<file path="config.mk">
export PLATFORM = sky130hd
export DESIGN_NAME = pac_mover
export DESIGN_NICKNAME = d
export VERILOG_FILES = /design/src/rtl/pac_pkg.sv /design/src/rtl/pac_step.sv /design/src/rtl/pac_mover.sv
export SDC_FILE = /design/constraint.sdc
export NUM_CORES = 1
export LEC_CHECK = 0
export ABC_AREA = 1
export BUFFER_PORTS_ARGS = -buffer_cell sky130_fd_sc_hd__buf_4
export CELL_PAD_IN_SITES_DETAIL_PLACEMENT = 1
export CELL_PAD_IN_SITES_GLOBAL_PLACEMENT = 2
export CORE_ASPECT_RATIO = 1.4
export CORE_MARGIN = 1.5
export CORE_UTILIZATION = 32
export DETAILED_ROUTE_END_ITERATION = 10
export GPL_TIMING_DRIVEN = 0
export PLACE_DENSITY = 0.85
export SLEW_MARGIN = 30
export SYNTH_ARGS = -nofsm -noshare
export SYNTH_HDL_FRONTEND = slang
export SYNTH_SLANG_ARGS = --single-unit
</file>
<file path="constraint.sdc">
create_clock -name clk -period 2.7 [get_ports clk]
set_input_delay 0.27 -clock clk [delete_from_list [all_inputs] [get_ports clk]]
set_output_delay 0.27 -clock clk [all_outputs]
set_load 0.03 [all_outputs]
</file>
<file path="src/rtl/pac_pkg.sv">
// rtl/pac_pkg.sv - shared direction codes, tile size and FSM encoding for the Pac-Man mover
package pac_pkg;

   localparam logic [1:0] DIR_UP    = 2'b00;
   localparam logic [1:0] DIR_DOWN  = 2'b01;
   localparam logic [1:0] DIR_LEFT  = 2'b10;
   localparam logic [1:0] DIR_RIGHT = 2'b11;

   localparam int TILE = 16;

   typedef enum logic [2:0] {
      ST_IDLE    = 3'd0,
      ST_PROBE_Q = 3'd1,
      ST_CHECK_Q = 3'd2,
      ST_PROBE_C = 3'd3,
      ST_CHECK_C = 3'd4
   } state_t;

endpackage

</file>
<file path="src/rtl/pac_step.sv">
// rtl/pac_step.sv - one-tile step of a position in a direction, with out-of-bounds detection
module pac_step #(
   parameter logic [9:0] MAX_X = 10'd624,
   parameter logic [8:0] MAX_Y = 9'd464
) (
   input  logic [9:0] x,
   input  logic [8:0] y,
   input  logic [1:0] dir,
   output logic [9:0] step_x,
   output logic [8:0] step_y,
   output logic       oob
);
   import pac_pkg::*;

   localparam logic [10:0] TILE_X = 11'(TILE);
   localparam logic [9:0]  TILE_Y = 10'(TILE);

   logic [10:0] wide_x;
   logic [9:0]  wide_y;

   // Step one bit wider than the port so the bounds test sees the real result before truncation
   always_comb begin
      wide_x = {1'b0, x};
      wide_y = {1'b0, y};
      oob    = 1'b0;
      case (dir)
         DIR_UP: begin
            oob    = (wide_y < TILE_Y);
            wide_y = wide_y - TILE_Y;
         end
         DIR_DOWN: begin
            wide_y = wide_y + TILE_Y;
            oob    = (wide_y > {1'b0, MAX_Y});
         end
         DIR_LEFT: begin
            oob    = (wide_x < TILE_X);
            wide_x = wide_x - TILE_X;
         end
         default: begin
            wide_x = wide_x + TILE_X;
            oob    = (wide_x > {1'b0, MAX_X});
         end
      endcase
   end

   assign step_x = wide_x[9:0];
   assign step_y = wide_y[8:0];

endmodule

</file>
<file path="src/rtl/pac_mover.sv">
// rtl/pac_mover.sv - tile mover: tries the queued turn, falls back to straight ahead, else blocked
module pac_mover #(
   parameter logic [9:0] START_X = 10'd304,
   parameter logic [8:0] START_Y = 9'd368,
   parameter logic [9:0] MAX_X   = 10'd624,
   parameter logic [8:0] MAX_Y   = 9'd464
) (
   input  logic       clk,
   input  logic       rst,
   input  logic       dir_req_valid,
   input  logic [1:0] dir_req,
   input  logic       tick,
   output logic [9:0] probe_x,
   output logic [8:0] probe_y,
   input  logic       is_wall,
   output logic [9:0] pac_x,
   output logic [8:0] pac_y,
   output logic [1:0] pac_dir,
   output logic       moved,
   output logic       blocked
);
   import pac_pkg::*;

   state_t     state;
   state_t     state_nx;
   logic [1:0] qdir;

   // Candidate captured during a PROBE state and committed by the following CHECK state
   logic [9:0] held_x;
   logic [8:0] held_y;
   logic       held_oob;
   logic [1:0] held_dir;

   logic [1:0] step_dir;
   logic [9:0] step_x;
   logic [8:0] step_y;
   logic       step_oob;
   logic       step_free;
   logic       in_probe;
   logic       commit;
   logic       dead_end;

   assign step_dir  = (state == ST_PROBE_Q) ? qdir : pac_dir;
   assign step_free = !is_wall && !held_oob;

   pac_step #(
      .MAX_X(MAX_X),
      .MAX_Y(MAX_Y)
   ) u_step (
      .x     (pac_x),
      .y     (pac_y),
      .dir   (step_dir),
      .step_x(step_x),
      .step_y(step_y),
      .oob   (step_oob)
   );

   // The probe address is live in a PROBE state so the map answers during the CHECK state after it
   assign probe_x = in_probe ? step_x : held_x;
   assign probe_y = in_probe ? step_y : held_y;

   // State register
   always_ff @(posedge clk) begin
      if (rst) state <= ST_IDLE;
      else     state <= state_nx;
   end

   // Next-state logic; ticks outside IDLE are dropped
   always_comb begin
      state_nx = state;
      case (state)
         ST_IDLE:    if (tick) state_nx = ST_PROBE_Q;
         ST_PROBE_Q: state_nx = ST_CHECK_Q;
         ST_CHECK_Q: state_nx = step_free ? ST_IDLE : ST_PROBE_C;
         ST_PROBE_C: state_nx = ST_CHECK_C;
         ST_CHECK_C: state_nx = ST_IDLE;
         default:    state_nx = ST_IDLE;
      endcase
   end

   // Output decode: when to sample the stepper and when a check commits or gives up
   always_comb begin
      in_probe = 1'b0;
      commit   = 1'b0;
      dead_end = 1'b0;
      case (state)
         ST_PROBE_Q: in_probe = 1'b1;
         ST_PROBE_C: in_probe = 1'b1;
         ST_CHECK_Q: commit   = step_free;
         ST_CHECK_C: begin
            commit   = step_free;
            dead_end = !step_free;
         end
         default: ;
      endcase
   end

   // Latest keyboard request wins, whatever the FSM is doing
   always_ff @(posedge clk) begin
      if (rst)                qdir <= DIR_LEFT;
      else if (dir_req_valid) qdir <= dir_req;
   end

   // Capture the probed candidate so a late request cannot change what gets committed
   always_ff @(posedge clk) begin
      if (rst) begin
         held_x   <= START_X;
         held_y   <= START_Y;
         held_oob <= 1'b0;
         held_dir <= DIR_LEFT;
      end else if (in_probe) begin
         held_x   <= step_x;
         held_y   <= step_y;
         held_oob <= step_oob;
         held_dir <= step_dir;
      end
   end

   // Position, direction and status flags
   always_ff @(posedge clk) begin
      if (rst) begin
         pac_x   <= START_X;
         pac_y   <= START_Y;
         pac_dir <= DIR_LEFT;
         moved   <= 1'b0;
         blocked <= 1'b0;
      end else begin
         moved <= commit;
         if (commit) begin
            pac_x   <= held_x;
            pac_y   <= held_y;
            pac_dir <= held_dir;
            blocked <= 1'b0;
         end else if (dead_end) begin
            blocked <= 1'b1;
         end
      end
   end

endmodule

</file>
==> flow_summary.toml, run 1 <==
[clock_tree]
cts_hold_buf = 0
clk_pin_slew_ns = 0.09
cts-buffers-inserted = 5
ctsResizeCount = 0
cts_max_level = 2
postCtsSetupBuffers = 0
clk_latency_ns = 0.32
cts-root-buf = "clkbuf_8"
clkSinkCount = 50
cts_max_path_buffers = 2
cts_tree = "built"

[timing]
setup_viol = 0
worst_pin_slew_ns = 0.567
fmax_mhz = 432
slew_viol_final = 0
fin_tns_setup_ns = 0
hold_viol_final = 0
post-route-period-util_pct = 85.7
finClkSkew_ns = 0.00977
max-slew-margin-rel_pct = 62.2
rsz0062_at_grt = "false"
finalCriticalPeriod_ns = 2.31

[critical_path]
crit_fanout = 4
crit_required_ns = 2.43
start_kind = "flip-flop"
path_class = "reg -> out"
end_kind = "output pin"
cp.arrival_ns = 2.04

[global_routing]
grt_max_degree = 16
grtUsageTotal_pct = 18.8
grt_antenna_before_repair = 0
grt_pass1_wl_um = 12100
overflow = 0
first_global_vias = 2547

[floorplan]
die_y_um = 108
dieArea_mm2 = 0.00839
fp.dieW_um = 77.9
core_mm2 = 0.00765
ios = 49
initial_core_util_pct = 32.8
rows = 38

[drt]
wl_um = 7290
drt-initial-drc-count = 64
wl_per_cell_um = 14.1
via_per_inst = 4.73
vias = 2439
drt-pass1-iter-count = 4
ant_nets = 0
drc_errors = 0

[power_and_ir_drop]
power.leakage_uw = 0.00155
p_comb_share_pct = 27.9
ir_worst_vdd_uv = 298
clkPwrFrac_pct = 28.8
power.density_mw_per_mm2 = 598
pwr-share-seq_pct = 43.3
switching_share_pct = 33.9
p_int_uw = 1230
switching_power_uw = 630

[cells_and_area]
nets = 427
multi_input_comb_area_mm2 = 0.00124
regArea_mm2 = 0.00100
drive_above_1_share_pct = 20.9
syn2layout_area_growth_pct = 23.7
antenna_cells = 0
mostFrequentLayoutCell = "nand2_1"
final_cell_mix = "nand2_1 (82), inv_1 (52), dfxtp_1 (50)"
fill_cells = 1013
final_util_pct = 40.6

[logic_synthesis]
synthTopCellsByArea = "dfxtp_1 (40%), nand2_1 (12%), inv_1 (7.8%), nor2_1 (5.8%), nand3_1 (3.8%)"
yosysSeqAreaShare_pct = 39.9
postSynthCellCount = 360
yosys.area.top_type = "dfxtp_1"
syn_area_per_cell_um2 = 6.97
yosysWarnings = 0
netlist_area_mm2 = 0.00251
ys_types = 32
synth-seq-cells = 50
syn_nets = 372
synth.top_cell.area_share_pct = 39.9

[place]
place.port_buffers = 48
place_congestion = 0.831
dp_hpwl_um = 5760

[status]
status = "finished clean"

[min_path]
hold_path.class = "in -> reg"

[job]
drv_cap = 0
==> final cells by class <==
type	count	share of cell area, %
plain buffers	11	1.77
clock buffers	5	2.22
clock inverters	3	1.29
inverters	57	6.89
multi-input cells	242	39.9
flip-flops and latches	50	32.2
well taps	100	4.03
repair buffers	48	11.6
==> worst paths after layout <==
check	depth (start not counted)	start	slack (ns)	endpoint
max	10	state[0]$_SDFFE_PP0P_	0.39	probe_y[5]
min	2	dir_req_valid	0.16	qdir[1]$_SDFFE_PP1P_
max reg2reg	10	pac_x[4]$_SDFFE_PP1P_	1.00	held_oob$_SDFFE_PP0N_
min reg2reg	2	held_x[0]$_SDFF_PP0_	0.46	pac_x[0]$_SDFFE_PP0P_
==> metrics by stage <==
stage	hold slack [ns]	total power, uW	setup WS, ns	instance area (um2)	std cells
3_3_place_gp	0.443	1340	0.716	3000	508
4_1_cts	0.152	1890	0.345	3100	516
3_5_place_dp	0.453	1350	0.703	3000	508
2_1_floorplan	0.368	1170	0.720	2510	360
6_report	0.160	1860	0.387	3100	516
5_1_grt	0.182	1960	0.216	3100	516
==> state kept, by name (all words and copies together), names as in the netlist <==
register	count
blocked	1
held_dir	2
held_oob	1
held_x	10
held_y	9
moved	1
pac_dir	2
pac_x	10
pac_y	9
qdir	2
state	3
==> per-layer routing <==
layer  routed length (um)  global-route usage, %
met1                 2950                   19.8
met3                  216                   3.47
met4                  121                   6.62
met2                 4000                   36.3
met5                    0                      0
==> cell usage after synthesis (all sizes together) <==
library cell / instances
o21ai: 30
o221ai: 1
nor2: 45
o22ai: 8
nand3b: 1
nor3: 4
inv: 57
ha: 5
clkbuf: 5
nand4: 4
a21oi: 14
a22oi: 5
buf: 6
or2: 5
o21a: 1
o211ai: 2
nand2: 89
xor2: 8
dfxtp: 50
nand3: 20
==> worst max-delay path, cell delays in order (launching register included) <==
cell and delay (ns):
dfxtp_1 0.44, inv_1 0.09, nor2_2 0.22, nand3_1 0.15, nand2_2 0.15, nor2_2 0.09
nand2_1 0.06, o21ai_0 0.09, a21oi_1 0.21, inv_1 0.07, buf_4 0.17
==> power by group through the flow <==
stage / clock network, uW / logic, uW / registers (uW)
2_1_floorplan: 0 / 349 / 823
3_3_place_gp: 0 / 520 / 820
3_5_place_dp: 0 / 528 / 822
4_1_cts: 554 / 530 / 804
5_1_grt: 577 / 575 / 809
6_report: 535 / 519 / 804
==> cell families after synthesis <==
| kind of cell | count (synthesis) | synth area share [%] |
|---|---|---|
| compound gates | 61 | 14.1 |
| xor+xnor | 8 | 2.79 |
| fa+ha+maj | 5 | 2.49 |
| buf+inv | 68 | 10.7 |
| flops | 50 | 39.9 |
| simple gates | 168 | 30.1 |
Note: power is estimated with default switching activity, not from simulation.
==> inputs of run 2 (changes only) <==
- CORE_UTILIZATION: 32 -> 30
- PLACE_DENSITY: 0.85 -> 0.81
- clock period: 2.7 -> 2.4 ns (I/O delays scaled with it)
==> flow_summary.toml, run 2 (synthesized netlist as in run 1, its figures left out) <==
[clock_tree]
postCtsSetupBuffers = 0
cts_tree = "built"
clk_pin_slew_ns = 0.07
cts-root-buf = "clkbuf_16"
cts_hold_buf = 0
cts-buffers-inserted = 5
cts_max_level = 2
clk_latency_ns = 0.29
clkSinkCount = 50
cts_max_path_buffers = 2
ctsResizeCount = 1

[cells_and_area]
mostFrequentLayoutCell = "nand2_1"
reg.largest.list = "held_x: 10 flops, pac_x: 10 flops"
final_util_pct = 38.6
final_cell_mix = "nand2_1 (80), inv_1 (51), dfxtp_1 (50)"
antenna_cells = 0
drive_above_1_share_pct = 21.0
nets = 427
finalNonFillerCells = 517
syn2layout_area_growth_pct = 25.2

[drt]
via_per_inst = 4.79
drt-initial-drc-count = 80
ant_nets = 0
wl_per_cell_um = 15.0
drt-pass1-iter-count = 5
wl_um = 7760
drc_errors = 0
vias = 2478

[critical_path]
timing.rr.end = "pac_x[3]$_SDFFE_PP0P_"
end_kind = "output pin"
critPathTopFamily = "simple AND/OR/NAND/NOR gates"
crit_fanout = 10
r2r-start = "state[0]$_SDFFE_PP0P_"
crit_slowest_cell = "dfxtp_1"
crit_top_cell = "nand2_1"
path_buf_inv = 3
start_kind = "flip-flop"
cp_cell_sequence = "inv_2, nand2_4, nor2_4, nand2_2, nand2_4, buf_6, nand2_1, xor2_1, nand2_1, nand2_1, nand2_1, buf_4"
path_class = "reg -> out"
crit_start = "state[2]$_SDFFE_PP0P_"
reg2regPathDepth = 8
crit_required_ns = 2.16
rrSetupSlack_ns = 0.68
slowest_delay_ns = 0.36
cp.arrival_ns = 1.98

[status]
status = "finished clean"

[place]
place_congestion = 0.852
dp.cells = 510
dp_hpwl_um = 5920
place.port_buffers = 48

[timing]
slew_viol_final = 0
post-route-period-util_pct = 92.4
finalCriticalPeriod_ns = 2.22
max-slew-margin-rel_pct = 59.5
setup_viol = 0
rsz0062_at_grt = "false"
hold_viol_final = 0
fmax_mhz = 451
worst_pin_slew_ns = 0.608
fin_tns_setup_ns = 0
finClkSkew_ns = 0.00738

[floorplan]
die_y_um = 111
fp.dieW_um = 80.3
initial_core_util_pct = 30.8
dieArea_mm2 = 0.00893
ios = 49
core_mm2 = 0.00815
rows = 39

[global_routing]
first_global_vias = 2566
grt_antenna_before_repair = 0
grtUsageTotal_pct = 18.9
grt_pass1_wl_um = 12900
grt_max_degree = 14
overflow = 0

[min_path]
hold_path.class = "in -> reg"
hold_end = "qdir[1]$_SDFFE_PP1P_"
hold_start = "dir_req[1]"
holdPathStages = 3

[power_and_ir_drop]
pwr-share-seq_pct = 41.4
switching_power_uw = 728
power.leakage_uw = 0.00155
ir_worst_vdd_uv = 405
power.density_mw_per_mm2 = 696
p_int_uw = 1460
switching_share_pct = 33.3
clkPwrFrac_pct = 31.4
p_comb_share_pct = 27.2

[job]
drv_cap = 0
## run 2: how the worst max path moves through the flow
| stage | to | slack [ns] | depth (start not counted) |
|---|---|---|---|
| floorplan | probe_x[9] | 0.45 | 8 |
| global placement | probe_y[6] | 0.35 | 7 |
| detailed placement | probe_y[6] | 0.32 | 7 |
| CTS | probe_y[6] | 0.1 | 7 |
| global route | probe_x[6] | 0.007 | 12 |
| finish | probe_x[6] | 0.18 | 12 |
## run 2: through the flow
| stage | total power, uW | setup WS, ns | cell area, um2 | hold WS, ns |
|---|---|---|---|---|
| 4_1_cts | 2210 | 0.0995 | 3130 | 0.159 |
| 5_1_grt | 2290 | 0.00678 | 3140 | 0.164 |
| 6_report | 2190 | 0.182 | 3140 | 0.158 |
| 3_5_place_dp | 1520 | 0.316 | 3000 | 0.460 |
| 2_1_floorplan | 1320 | 0.450 | 2510 | 0.338 |
| 3_3_place_gp | 1510 | 0.347 | 3000 | 0.446 |
## run 2: worst reg2reg max path, cell delays in order, from the launching register on
cell and delay (ns):
dfxtp_1 0.37, inv_1 0.15, nand3_1 0.11, nand2_1 0.07, nand2_1 0.10, nor2_4 0.32
inv_2 0.12, buf_2 0.21, o22ai_1 0.19
## run 2: area by class of cell
cell class                 instances  area, um2
sequential                        50       1000
fill                            1035       5010
inverter                          57        214
clock buffer                       7        133
multi-input combinational        242       1250
tap                              102        128
buffer                            11       57.6
timing repair buffer              48        360
## run 2: power groups by stage
stage	Sequential [uW]	Clock (uW)	Combinational (uW)
after floorplan	926	0	393
after CTS	906	701	604
after global placement	922	0	593
after detailed placement	925	0	600
after global routing	910	728	655
final	905	687	596
## run 2: per-layer routing
layer  track usage (%)  up-vias  share of wire (%)
li1                  -     1248                  -
met1              22.4     1184                 43
met2              34.2       38                 53
met3              3.13        8                2.6
met4              5.06        0                1.4
met5                 0        -                  0
